===== src/rtl/store_buffer.sv =====
// Speculative store buffer between MEM and dmem: in-order alloc, ROB commit by index,
// in-order drain of committed entries, and youngest-entry load forwarding.
module store_buffer #(
  parameter int unsigned SB_SIZE = 4,
  parameter int unsigned IDX_W   = $clog2(SB_SIZE)
) (
  input  logic             clk,
  input  logic             rst,
  input  logic             alloc_valid_i,
  input  logic [31:0]      alloc_addr_i,
  input  logic [31:0]      alloc_data_i,
  input  logic [1:0]       alloc_size_i,
  output logic             alloc_ready_o,
  output logic [IDX_W-1:0] alloc_idx_o,
  input  logic             commit_valid_i,
  input  logic [IDX_W-1:0] commit_idx_i,
  input  logic             flush_i,
  input  logic             ld_valid_i,
  input  logic [31:0]      ld_addr_i,
  input  logic [3:0]       ld_be_i,
  output logic             ld_hit_o,
  output logic [31:0]      ld_data_o,
  output logic             ld_conflict_o,
  output logic             dmem_req_valid_o,
  output logic [31:0]      dmem_req_addr_o,
  output logic [31:0]      dmem_req_data_o,
  output logic [3:0]       dmem_req_be_o,
  input  logic             dmem_req_ready_i,
  output logic             empty_o
);

  localparam int unsigned CNT_W = IDX_W + 1;

  typedef enum logic [1:0] {StFree, StPending, StCommitted} entry_st_e;

  entry_st_e   state_q [SB_SIZE];
  entry_st_e   state_d [SB_SIZE];
  logic [29:0] addr_q  [SB_SIZE];
  logic [29:0] addr_d  [SB_SIZE];
  logic [31:0] data_q  [SB_SIZE];
  logic [31:0] data_d  [SB_SIZE];
  logic [3:0]  be_q    [SB_SIZE];
  logic [3:0]  be_d    [SB_SIZE];

  logic [IDX_W-1:0] head_q, head_d, tail_q, tail_d;
  logic [CNT_W-1:0] count_q, count_d, n_rem;
  logic             alloc_fire, drain_fire;
  logic [3:0]       new_be;
  logic [31:0]      new_data;

  logic unused_ld_lsb;
  assign unused_ld_lsb = ^ld_addr_i[1:0];

  assign alloc_ready_o    = (count_q != CNT_W'(SB_SIZE));
  assign alloc_idx_o      = tail_q;
  assign empty_o          = (count_q == '0);
  assign dmem_req_valid_o = (state_q[head_q] == StCommitted);
  assign dmem_req_addr_o  = {addr_q[head_q], 2'b00};
  assign dmem_req_data_o  = data_q[head_q];
  assign dmem_req_be_o    = be_q[head_q];

  assign alloc_fire = alloc_valid_i && alloc_ready_o && !flush_i;
  assign drain_fire = dmem_req_valid_o && dmem_req_ready_i;

  always_comb begin
    new_be   = 4'b1111;
    new_data = alloc_data_i;
    case (alloc_size_i)
      2'd0: begin
        new_be   = 4'b0001 << alloc_addr_i[1:0];
        new_data = {4{alloc_data_i[7:0]}};
      end
      2'd1: begin
        new_be   = alloc_addr_i[1] ? 4'b1100 : 4'b0011;
        new_data = {2{alloc_data_i[15:0]}};
      end
      default: ;
    endcase
  end

  always_comb begin
    state_d = state_q;
    addr_d  = addr_q;
    data_d  = data_q;
    be_d    = be_q;
    head_d  = head_q;
    tail_d  = tail_q;
    count_d = count_q;
    n_rem   = '0;
    // Commit is applied before flush so a same-cycle commit survives the flush.
    if (commit_valid_i && state_q[commit_idx_i] == StPending) begin
      state_d[commit_idx_i] = StCommitted;
    end
    if (drain_fire) begin
      state_d[head_q] = StFree;
      head_d          = head_q + IDX_W'(1);
    end
    if (flush_i) begin
      for (int i = 0; i < SB_SIZE; i++) begin
        if (state_d[i] == StPending) state_d[i] = StFree;
        if (state_d[i] == StCommitted) n_rem = n_rem + CNT_W'(1);
      end
      tail_d  = head_d + IDX_W'(n_rem);
      count_d = n_rem;
    end else begin
      if (alloc_fire) begin
        state_d[tail_q] = StPending;
        addr_d[tail_q]  = alloc_addr_i[31:2];
        data_d[tail_q]  = new_data;
        be_d[tail_q]    = new_be;
        tail_d          = tail_q + IDX_W'(1);
      end
      count_d = count_q + CNT_W'(alloc_fire) - CNT_W'(drain_fire);
    end
  end

  always_ff @(posedge clk) begin
    if (rst) begin
      for (int i = 0; i < SB_SIZE; i++) begin
        state_q[i] <= StFree;
        addr_q[i]  <= '0;
        data_q[i]  <= '0;
        be_q[i]    <= '0;
      end
      head_q  <= '0;
      tail_q  <= '0;
      count_q <= '0;
    end else begin
      state_q <= state_d;
      addr_q  <= addr_d;
      data_q  <= data_d;
      be_q    <= be_d;
      head_q  <= head_d;
      tail_q  <= tail_d;
      count_q <= count_d;
    end
  end

  always_ff @(posedge clk) begin
    if (!rst && commit_valid_i) begin
      assert (state_q[commit_idx_i] == StPending)
        else $error("store_buffer: commit of non-pending entry %0d", commit_idx_i);
    end
  end

  // Walk oldest to youngest so the last match found is the youngest.
  logic [IDX_W-1:0] scan_idx;
  logic             fwd_match;
  logic [3:0]       sel_be;
  logic [31:0]      sel_data, sel_mask;

  always_comb begin
    scan_idx  = head_q;
    fwd_match = 1'b0;
    sel_be    = '0;
    sel_data  = '0;
    for (int i = 0; i < SB_SIZE; i++) begin
      scan_idx = head_q + IDX_W'(i);
      if (state_q[scan_idx] != StFree && addr_q[scan_idx] == ld_addr_i[31:2] &&
          (be_q[scan_idx] & ld_be_i) != 4'b0000) begin
        fwd_match = 1'b1;
        sel_be    = be_q[scan_idx];
        sel_data  = data_q[scan_idx];
      end
    end
    for (int b = 0; b < 4; b++) sel_mask[8*b +: 8] = {8{sel_be[b]}};
    ld_hit_o      = ld_valid_i && fwd_match && ((sel_be & ld_be_i) == ld_be_i);
    ld_conflict_o = ld_valid_i && fwd_match && ((sel_be & ld_be_i) != ld_be_i);
    ld_data_o     = ld_hit_o ? (sel_data & sel_mask) : 32'h0;
  end

endmodule


===== config.mk =====
export PLATFORM = sky130hd
export DESIGN_NAME = store_buffer
export DESIGN_NICKNAME = d
export VERILOG_FILES = /design/src/rtl/store_buffer.sv
export SDC_FILE = /design/constraint.sdc
export NUM_CORES = 1
export LEC_CHECK = 0
export CAP_MARGIN = 20
export CORE_ASPECT_RATIO = 2
export CORE_UTILIZATION = 45
export CTS_CLUSTER_DIAMETER = 200
export CTS_CLUSTER_SIZE = 40
export DETAILED_ROUTE_END_ITERATION = 7
export PLACE_DENSITY = 0.66
export REMOVE_ABC_BUFFERS = 1
export SYNTH_ARGS = -nofsm -noshare
export SYNTH_HDL_FRONTEND = slang
export SYNTH_SLANG_ARGS = --single-unit

===== constraint.sdc =====
create_clock -name clk -period 8.2 [get_ports clk]
set_input_delay 1.64 -clock clk [delete_from_list [all_inputs] [get_ports clk]]
set_output_delay 1.64 -clock clk [all_outputs]
set_load 0.03 [all_outputs]

==> results of run 1 <==
[final cells by class]
| class | instances | area (um^2) | area share, % |
|---|---|---|---|
| Clock buffer | 13 | 282.8 | 1.238 |
| Antenna cell | 4 | 10.01 | 0.04383 |
| Tap cell | 555 | 694.4 | 3.041 |
| Sequential cell | 279 | 5593 | 24.49 |
| Inverter | 21 | 78.83 | 0.3451 |
| Timing Repair Buffer | 251 | 2649 | 11.60 |
| Multi-Input combinational cell | 1605 | 13530 | 59.25 |
[worst max-delay path, cell delays in order, from the launching register on]
cell and delay, ns:
dfxtp_4 0.77, inv_1 0.22, ha_4 0.62, buf_4 0.55, mux4_2 0.40, xnor2_1 0.48
nand3_1 0.44, or4_1 0.58, a31o_1 0.26, and3_4 0.19, or3_1 0.65, nor4b_2 0.51
buf_12 0.17
[cells by family (layout without fill, tap and decap cells)]
kind of cell	count (synthesis)	in the layout	synth area share [%]
and+or+nand+nor	677	677	14.67
other	1	6	0.01867
xor gates and xnor gates	122	122	5.319
AOI/OAI and AO/OA	456	456	13.93
muxes	333	333	32.08
adders and majority gates	15	15	0.9716
buffers and inverters	234	285	5.219
DFF	279	279	27.80
[final timing paths]
kind,from,end,cells past startpoint
worst max register to register,head_q[1]$_SDFF_PP0_,alloc_idx_o[1]$_SDFFE_PP0P_,15
worst max-delay path,head_q[1]$_SDFF_PP0_,ld_data_o[18],12
worst min register to register,addr_q[19]$_SDFFE_PP0P_,addr_q[19]$_SDFFE_PP0P_,2
worst min-delay path,addr_q[19]$_SDFFE_PP0P_,addr_q[19]$_SDFFE_PP0P_,2
[metal layers]
metal	track usage, %	share of wire [%]
met1	34.14	33
met2	55.28	52
met3	4.136	6.8
met4	22.29	7.9
met5	0	0.097
[stage by stage]
stage / setup slack (ns) / area, um^2
2_1_floorplan: -13.52 / 19120
3_5_place_dp: 0.5745 / 22530
4_1_cts: 0.1966 / 22820
5_1_grt: 0.006052 / 22840
3_3_place_gp: 0.6148 / 22530
6_report: 0.1721 / 22840
[cell usage in the layout (no fill, tap or decap), types with 47 or more instances in the layout]
master / synthesis / final
buf_4: 9 / 47
a211oi_1: 90 / 90
clkdlybuf4s50_1: 0 / 178
a21oi_1: 247 / 246
dfxtp_1: 279 / 277
nor2_1: 202 / 202
mux4_2: 248 / 248
nand2_1: 340 / 336
xnor2_1: 103 / 102
mux2i_1: 78 / 78
[power groups by stage]
stage               combinational, mW  sequential, mW  clock [mW]
finish                          0.468            1.43       0.702
global route                    0.493            1.44       0.752
CTS                             0.464            1.43       0.717
detailed placement              0.462            1.46           0
global placement                0.458            1.45           0
floorplan                       0.228            1.45           0
[sequential cells by signal, indices dropped and copies added, names as in the netlist]
register	count
count_q	3
head_q	2
data_q	128
be_q	16
addr_q	120
alloc_idx_o	2
state_q	8
==> flow_summary.rst, run 1 <==
.. list-table::
   :header-rows: 1

   * - Metric
     - Value
   * - Overflow left after global routing
     - 0
   * - Top-level I/O count
     - between 200 and 250
   * - Number of cells upsized or downsized after cts
     - 0
   * - Largest cells by area after synthesis
     - dfxtp_1 28%, mux4_2 28%, nand2_1 6.4%
   * - Clock buffers created by TritonCTS
     - 10
   * - Finish-stage setup viols
     - 0
   * - Largest fanout on the critical path
     - 35
   * - DP HPWL
     - approximately 48,000 um
   * - Core Rows
     - between 100 and 150
   * - Die area
     - 0.04555 mm^2
   * - Height of the die
     - around 300 um
   * - Post-route worst hold slack
     - between 0.5 and 0.6 ns
   * - Max-Slew Margin vs Limit
     - 25.47%
   * - Total setup buffers inserted after CTS
     - 0
   * - Cell Area, Synth
     - between 0.02 and 0.025 mm^2
   * - Setup repair after global routing missed its margin
     - no
   * - Net count of the finished layout
     - approximately 2,300
   * - Buffer type at the clock tree root
     - clkbuf_16
   * - Share of total power consumed by net switching
     - approximately 30%
   * - Power density over the cells
     - roughly 110 mW/mm^2
   * - Number of antenna violations at the first check in global routing
     - 9
   * - CTS tree
     - yes
   * - Core Area
     - roughly 0.044 mm^2
   * - Primary flip-flop cell chosen by synthesis mapping
     - dfxtp_1
   * - Vias/cell
     - 6.576
   * - Number of different library cells in the post-synthesis netlist
     - 75
   * - Layout Skew
     - around 0.024 ns
   * - Total net switching power
     - approximately 0.77 mW
   * - Final Max Tran Viols
     - 0
   * - H-tree level count
     - 1
   * - GRT Overall Usage
     - a little under a third
   * - Number of buffers inserted by hold repair at cts
     - 0
   * - Register bit count reported by yosys
     - roughly 280
   * - Leading cell types by count after synthesis
     - 340 x nand2_1, 279 x dfxtp_1, 248 x mux4_2
   * - Layout Cells excl Fill
     - 2,728
   * - Routability Congestion
     - about 0.95
   * - Starting Density
     - a little under half
   * - Kind of start point of the critical path
     - flop
   * - Final total negative setup slack
     - 0 ns
   * - Count of filler cells inserted in the layout
     - a little over 4,000
   * - Worst path required time
     - roughly 6.6 ns
   * - Number of synthesized flops with an enable pin
     - 0
   * - X dimension of the die
     - ~150 um
   * - Cell with the most instances after synthesis
     - nand2_1
   * - Time the worst path needs with I/O delays and setup
     - between 8 and 9 ns
   * - Run status
     - finished clean
   * - Number of vias after detailed routing
     - 17,940
   * - Clock insertion delay at the later pin of the skew report
     - 0.54 ns
   * - Worst hold path type
     - reg2reg
   * - Wire length after detailed routing
     - 70,970 um
   * - Buffers from clock root to sink, at most
     - 3
   * - Placed cells
     - roughly 2,700
   * - Setup crit end kind
     - output pin
   * - Maximum vdd drop
     - approximately 0.22 mV
   * - Avg Cell Area, Syn
     - approximately 9.5 um^2
   * - Average routed wire per standard cell
     - around 26 um
   * - Register area share after synthesis
     - 27.80%
   * - Leak pwr
     - 6.880 nW
   * - Fraction of post-synthesis cell area in the top cell type by area
     - 27.80%
   * - Fin crit share
     - 97.90%
   * - Ratio of cells with drive above 1 in the final layout
     - 16.87%
   * - Layout area overhead
     - 13.68%
   * - Internal cell power
     - roughly 1.8 mW
   * - Part of the power in the clock network
     - a little over a quarter
   * - Critical path class
     - reg2out
   * - TritonRoute pass-1 iters
     - 5
   * - Timing-limited maximum frequency
     - approximately 0.12 GHz
   * - Number of buffers inserted by port buffering
     - between 200 and 250
   * - Slew at the pin with the worst max-slew slack
     - around 1.1 ns
   * - Iter 0 DRT Violations
     - roughly 1,300
   * - Instance count of the mapped netlist
     - ~2,100
   * - Final hold violation count
     - 0
   * - Fraction of the core area covered by cells at the end of the flow
     - roughly half
   * - Sequential cell fraction of total power
     - 55.0%
   * - Number of maximum-capacitance constraint violations
     - 0
   * - Combinational power share
     - roughly 18%
   * - Fraction of synthesis flops using an asynchronous set or reset pin
     - 0%
   * - Largest net degree at the start of global routing
     - between 100 and 150
   * - Global-route wire length before repair
     - 106,700 um
   * - TritonCTS sink count
     - 279
   * - Via count of the first global-routing pass
     - around 18,000
   * - Post-synthesis cell type with the largest combined area
     - dfxtp_1
   * - DR DRC count
     - 0
   * - Worst-path clk slew
     - around 0.16 ns
   * - Routed Antenna Nets
     - 0
   * - Power, Total
     - 2.601 mW
   * - Data arrival, critical path
     - about 6.4 ns
   * - Number of synthesis warnings
     - 0
   * - Register-to-register setup slack
     - between 3 and 4 ns
No activity file was read; power rests on OpenSTA's default activity.
==> run 2, diff against run 1 <==
Settings changed: CTS_BUF_LIST set to sky130_fd_sc_hd__clkbuf_16.
==> run 2 against run 1 <==
  * Clock skew is essentially flat
  * Highest routed layer unchanged
  * Hold slack is essentially flat
  * Critical path depth is the same
  * Cell count is the same
  * Sequential power is essentially flat
  * Via count is essentially flat
  * Non-clock buffer count is the same
  * Critical endpoint unchanged
==> flow_summary.rst, run 2 (synthesized netlist as in run 1, its figures left out) <==
.. list-table::
   :header-rows: 1

   * - Metric
     - Value
   * - Timing-limited maximum frequency
     - 0.1245 GHz
   * - Data arrival, critical path
     - 6.39 ns
   * - Finish-stage setup viols
     - 0
   * - Worst flop-to-flop path endpoint
     - alloc_idx_o[1]$_SDFFE_PP0P_
   * - Number of buffers inserted by port buffering
     - ~210
   * - Maximum vdd drop
     - between 0.2 and 0.25 mV
   * - GRT Overall Usage
     - a little under a third
   * - TritonCTS sink count
     - ~280
   * - Layout Skew
     - 0.02354 ns
   * - Core Rows
     - around 110
   * - Time the worst path needs with I/O delays and setup
     - 8.034 ns
   * - Final hold violation count
     - 0
   * - DR DRC count
     - 0
   * - Overflow left after global routing
     - 0
   * - X dimension of the die
     - between 150 and 200 um
   * - Average routed wire per standard cell
     - about 26 um
   * - Starting Density
     - approximately 46%
   * - Biggest cell delay along the critical path
     - 0.77 ns
   * - Slew at the pin with the worst max-slew slack
     - approximately 1.1 ns
   * - Number of vias after detailed routing
     - roughly 18,000
   * - Leak pwr
     - a little under 7 nW
   * - Fin crit share
     - between 90% and 100%
   * - Register-to-register setup slack
     - ~3.4 ns
   * - Run status
     - finished clean
   * - Max reg flops
     - about 130
   * - Critical path class
     - reg2out
   * - Worst slack at placement
     - between 0.5 and 0.6 ns
   * - Kind of start point of the critical path
     - flop
   * - Buffers from clock root to sink, at most
     - 3
   * - Max-Slew Margin vs Limit
     - between 20 and 30%
   * - Number of maximum-capacitance constraint violations
     - 0
   * - Ordered cell list for the critical path
     - inv_1, ha_4, buf_4, mux4_2, xnor2_1, nand3_1, or4_1, a31o_1, and3_4, or3_1, nor4b_2, buf_12
   * - Worst-path clk slew
     - about 0.16 ns
   * - Clock insertion delay at the later pin of the skew report
     - ~0.54 ns
   * - Largest net degree at the start of global routing
     - between 100 and 150
   * - Clock buffers created by TritonCTS
     - 10
   * - CTS tree
     - yes
   * - PnR worst setup slack
     - 0.1658 ns
   * - DP HPWL
     - about 48,000 um
   * - Number of antenna violations at the first check in global routing
     - 9
   * - Number of cell instances on the worst register-to-register path
     - 15
   * - Top-level I/O count
     - ~220
   * - Count of filler cells inserted in the layout
     - between 4,000 and 5,000
   * - Number of buffers inserted by hold repair at cts
     - 0
   * - Global-route wire length before repair
     - between 100,000 and 150,000 um
   * - Final total negative setup slack
     - 0 ns
   * - Top library cells by usage in the layout, fill and taps aside
     - 336 x nand2_1, 277 x dfxtp_1, 248 x mux4_2
   * - Power density over the cells
     - 113.8 mW/mm^2
   * - Number of cells upsized or downsized after cts
     - 0
   * - Wire length after detailed routing
     - around 70,000 um
   * - Final Max Tran Viols
     - 0
   * - Routed Antenna Nets
     - 0
   * - Master of the slowest instance on the critical path
     - dfxtp_4
   * - Largest register by flop count
     - data_q
   * - Routability Congestion
     - 0.9522
   * - Worst reg2reg startpoint
     - head_q[1]$_SDFF_PP0_
   * - Top flop regs
     - data_q: 128 flops, addr_q: 120 flops, be_q: 16 flops
   * - Via count of the first global-routing pass
     - between 15,000 and 20,000
   * - TritonRoute pass-1 iters
     - 5
   * - Worst hold path type
     - reg2reg
   * - H-tree level count
     - 1
   * - Depth of the worst hold-timing path
     - 2
   * - Buffer type at the clock tree root
     - clkbuf_16
   * - Ratio of cells with drive above 1 in the final layout
     - ~17%
   * - Terminating pin of the worst hold path
     - addr_q[19]$_SDFFE_PP0P_
   * - Height of the die
     - around 300 um
   * - Net count of the finished layout
     - between 2,000 and 2,500
   * - Setup repair after global routing missed its margin
     - no
   * - Layout area overhead
     - 13.68%
   * - Vias/cell
     - 6.581
   * - Worst path required time
     - 6.56 ns
   * - Largest fanout on the critical path
     - 35
   * - Hold path startpoint
     - addr_q[19]$_SDFFE_PP0P_
   * - Die area
     - 0.04555 mm^2
   * - Most common cell after layout, fill and taps aside
     - nand2_1
   * - Iter 0 DRT Violations
     - around 1,300
   * - Core Area
     - approximately 0.044 mm^2
   * - Total setup buffers inserted after CTS
     - 0
   * - Setup crit end kind
     - output pin
## run 2: cell count changes in the layout (fill, tap and decap cells not counted), sizes merged
cell / change
clkbuf: -2
inv: +2
## run 2: how the worst max path moves through the flow
| stage | startpoint | endpoint | slack [ns] | cells after the start |
|---|---|---|---|---|
| after floorplan | head_q[0]$_SDFF_PP0_ | ld_data_o[11] | -13.52 | 12 |
| after global placement | ld_addr_i[17] | ld_hit_o | 0.61 | 12 |
| after detailed placement | ld_addr_i[17] | ld_data_o[18] | 0.57 | 11 |
| after CTS | head_q[1]$_SDFF_PP0_ | ld_data_o[18] | 0.20 | 12 |
| after global routing | head_q[1]$_SDFF_PP0_ | ld_data_o[0] | 0.006 | 15 |
| final | head_q[1]$_SDFF_PP0_ | ld_data_o[18] | 0.17 | 12 |
## run 2: through the flow
stage               utilization [%]  cell area [um^2]  std cells  hold slack [ns]  power, mW
floorplan                         -             19120       1905           0.4565      1.677
finish                        51.84             22840       2728           0.5013      2.599
CTS                           51.79             22820       2724           0.5023      2.610
detailed placement            51.15             22530       2711           0.4828      1.922
global route                  51.84             22840       2728           0.5314      2.681
global placement              51.15             22530       2711           0.4727      1.912
## run 2: layer usage
metal | global-route usage [%] | wire length, um | up-vias
li1 | - | - | 7959
met2 | 55.28 | 36710 | 854
met4 | 22.29 | 5627 | 10
met1 | 34.14 | 23780 | 8891
met3 | 4.136 | 4789 | 239
met5 | 0 | 69 | -
## run 2: critical path: cells and delay by family (launching register included)
family	cells	cell delay, ns
simple gates	5	2.38
buf+inv	3	0.94
flops	1	0.77
fa+ha+maj	1	0.62
xor+xnor	1	0.48
mux	1	0.40
compound gates	1	0.26
## run 2: cell type report
| cell class | count | area [um^2] | share of cell area [%] |
|---|---|---|---|
| Multi-Input combinational cell | 1605 | 13530 | 59.25 |
| Antenna cell | 4 | 10.01 | 0.04383 |
| Inverter | 21 | 78.83 | 0.3451 |
| Clock buffer | 11 | 275.3 | 1.205 |
| Tap cell | 555 | 694.4 | 3.041 |
| Sequential cell | 279 | 5593 | 24.49 |
| Clock inverter | 2 | 7.507 | 0.03287 |
| Timing Repair Buffer | 251 | 2649 | 11.60 |
## run 2: power by group
| group | switching (mW) | leakage (nW) | internal, mW | total (mW) |
|---|---|---|---|---|
| sequential | 0.0410 | 2.26 | 1.39 | 1.43 |
| combinational | 0.278 | 4.48 | 0.190 | 0.468 |
| clock | 0.455 | 0.146 | 0.245 | 0.700 |
==> run 3, diff against run 2 <==
Settings changed: CORE_UTILIZATION 45 to 40, PLACE_DENSITY 0.66 to not set.
==> run 3 against run 2 <==
  * Clock skew up 0.013 ns
  * Design area is 1.2% higher
  * Clock power up 2%
  * Total power increased by 0.81%
  * Flip-flop and latch count did not move
  * Largest power group unchanged
==> flow_summary.rst, run 3 (synthesized netlist as in run 1, its figures left out) <==
.. list-table::
   :header-rows: 1

   * - Metric
     - Value
   * - Layout area overhead
     - 15.02%
   * - Biggest cell delay along the critical path
     - 0.64 ns
   * - Slew at the pin with the worst max-slew slack
     - 0.9776 ns
   * - Buffers from clock root to sink, at most
     - 3
   * - Largest net degree at the start of global routing
     - between 100 and 150
   * - Ordered cell list for the critical path
     - clkdlybuf4s50_1, xnor2_1, nand4_1, a2111oi_1, and2_1, o311ai_0, a31o_1, and3_4, or3_1, nor4b_2, buf_12
   * - Hold path startpoint
     - addr_q[76]$_SDFFE_PP0P_
   * - Overflow left after global routing
     - 0
   * - Worst reg2reg startpoint
     - head_q[0]$_SDFF_PP0_
   * - Worst path required time
     - ~6.6 ns
   * - Master of the slowest instance on the critical path
     - or3_1
   * - Ratio of cells with drive above 1 in the final layout
     - 17.47%
   * - Timing-limited maximum frequency
     - between 0.1 and 0.15 GHz
   * - Height of the die
     - roughly 320 um
   * - Average routed wire per standard cell
     - 25.76 um
   * - TritonRoute pass-1 iters
     - 6
   * - Count of filler cells inserted in the layout
     - 4,704
   * - Die area
     - roughly 0.05 mm^2
   * - Setup repair after global routing missed its margin
     - no
   * - Fin crit share
     - a little over nine tenths
   * - Buffering stage count on the worst path with inverters included
     - 2
   * - Worst flop-to-flop path endpoint
     - alloc_idx_o[1]$_SDFFE_PP0P_
   * - Number of buffers inserted by hold repair at cts
     - 0
   * - CTS tree
     - yes
   * - Largest register by flop count
     - data_q
   * - TritonCTS sink count
     - 279
   * - DR DRC count
     - 0
   * - Net count of the finished layout
     - roughly 2,300
   * - Delay-heaviest family, CP
     - simple AND/OR/NAND/NOR gates
   * - Register-to-register setup slack
     - 3.80 ns
   * - Top flop regs
     - data_q: 128 flops, addr_q: 120 flops, be_q: 16 flops
   * - Multi-input combinational cell area
     - about 0.014 mm^2
   * - Finish-stage setup viols
     - 0
   * - Depth of the worst hold-timing path
     - 2
   * - Core Rows
     - between 100 and 150
   * - Number of cell instances on the worst register-to-register path
     - 15
   * - Vias/cell
     - roughly 6.3
   * - DP HPWL
     - 48,990 um
   * - Run status
     - finished clean
   * - Diode count
     - 0
   * - Via count of the first global-routing pass
     - between 15,000 and 20,000
   * - Top library cells by usage in the layout, fill and taps aside
     - 336 x nand2_1, 277 x dfxtp_1, 248 x mux4_2
   * - Final Max Tran Viols
     - 0
   * - Worst-path clk slew
     - around 0.16 ns
   * - Power, Total
     - ~2.6 mW
   * - Register area
     - roughly 0.0056 mm^2
   * - X dimension of the die
     - 160.5 um
   * - Number of antenna violations at the first check in global routing
     - 5
   * - Layout Skew
     - 0.03641 ns
   * - Post-route cell area
     - between 0.02 and 0.025 mm^2
   * - Most common cell after layout, fill and taps aside
     - nand2_1
   * - Number of buffers inserted by port buffering
     - around 210
   * - Time the worst path needs with I/O delays and setup
     - 7.879 ns
   * - H-tree level count
     - 1
   * - Top-level I/O count
     - roughly 220
   * - Terminating pin of the worst hold path
     - addr_q[76]$_SDFFE_PP0P_
   * - Data arrival, critical path
     - between 6 and 7 ns
   * - Largest fanout on the critical path
     - 9
   * - Wire length after detailed routing
     - between 70,000 and 80,000 um
   * - Power density over the cells
     - ~110 mW/mm^2
   * - Starting Density
     - between 40% and 50%
   * - Maximum vdd drop
     - around 0.14 mV
   * - Clock insertion delay at the later pin of the skew report
     - 0.55 ns
   * - Critical path class
     - in2out
   * - Final hold violation count
     - 0
   * - Number of maximum-capacitance constraint violations
     - 0
   * - Global-route wire length before repair
     - between 100,000 and 150,000 um
   * - Iter 0 DRT Violations
     - approximately 1,700
   * - Buffer type at the clock tree root
     - clkbuf_16
   * - Kind of start point of the critical path
     - input pin
   * - Routability Congestion
     - approximately 0.95
   * - Max-Slew Margin vs Limit
     - roughly 35%
   * - Core Area
     - about 0.049 mm^2
   * - Max reg flops
     - around 130
   * - GRT Overall Usage
     - around 28%
   * - Placed inst area
     - around 0.023 mm^2
   * - Number of vias after detailed routing
     - between 15,000 and 20,000
   * - Clock buffers created by TritonCTS
     - 10
   * - Setup crit end kind
     - output pin
   * - Routed Antenna Nets
     - 0
   * - Worst hold path type
     - reg2reg
   * - Leak pwr
     - approximately 7.0 nW
run 3: worst max-delay path by stage:
stage	startpoint	to	slack, ns	cells past startpoint
6_report	ld_addr_i[10]	ld_data_o[19]	0.32	11
5_1_grt	head_q[0]$_SDFF_PP0_	ld_data_o[0]	0.12	18
4_1_cts	head_q[0]$_SDFF_PP0_	ld_data_o[19]	0.23	14
3_5_place_dp	ld_addr_i[9]	ld_data_o[19]	0.55	12
3_3_place_gp	ld_addr_i[10]	ld_data_o[18]	0.57	11
2_1_floorplan	head_q[0]$_SDFF_PP0_	ld_data_o[11]	-13.52	12
run 3: per-stage QoR:
stage	setup WS, ns	utilization [%]	setup TNS (ns)	instances	hold slack [ns]
2_1_floorplan	-13.52	-	-785.87	1905	0.4565
3_3_place_gp	0.5694	46.14	0	2814	0.4741
3_5_place_dp	0.5532	46.14	0	2814	0.4894
4_1_cts	0.2300	46.71	0	2827	0.5096
5_1_grt	0.1190	46.82	0	2829	0.5313
6_report	0.3207	46.82	0	2829	0.5085
run 3: repair_timing:
| action | 4_1_cts | 5_1_grt |
|---|---|---|
| resized for setup | 0 | 1 |
| setup endpoints to repair | 0 | 34 |
| setup buffers | 0 | 1 |
run 3: routing by layer:
layer / GRT usage, % / up-vias / share of wire [%]
met1: 31.21 / 8898 / 34
met4: 18.10 / 10 / 7.2
met5: 0 / - / 0.081
met2: 50.12 / 795 / 52
li1: - / 7973 / -
met3: 3.616 / 212 / 6.8
run 3: report_power, final:
group          switching (mW)  total [mW]  internal [mW]
sequential             0.0409        1.43           1.39
combinational           0.281       0.473          0.193
clock                   0.470       0.715          0.245
total                   0.792        2.62           1.83
run 3: final cells by class:
| cell class | instances | area share [%] |
|---|---|---|
| well taps | 643 | 3.482 |
| multi-input cells | 1605 | 58.54 |
| inverters | 21 | 0.3411 |
| clock inverters | 2 | 0.03249 |
| clock buffers | 11 | 1.191 |
| flip-flops and latches | 279 | 24.20 |
| repair buffers | 268 | 12.21 |
run 3: tightest hold or removal path, stage by stage (launching register included):
cell and delay, ns:
dfxtp_1 0.37, nand2_1 0.06, a21oi_1 0.05
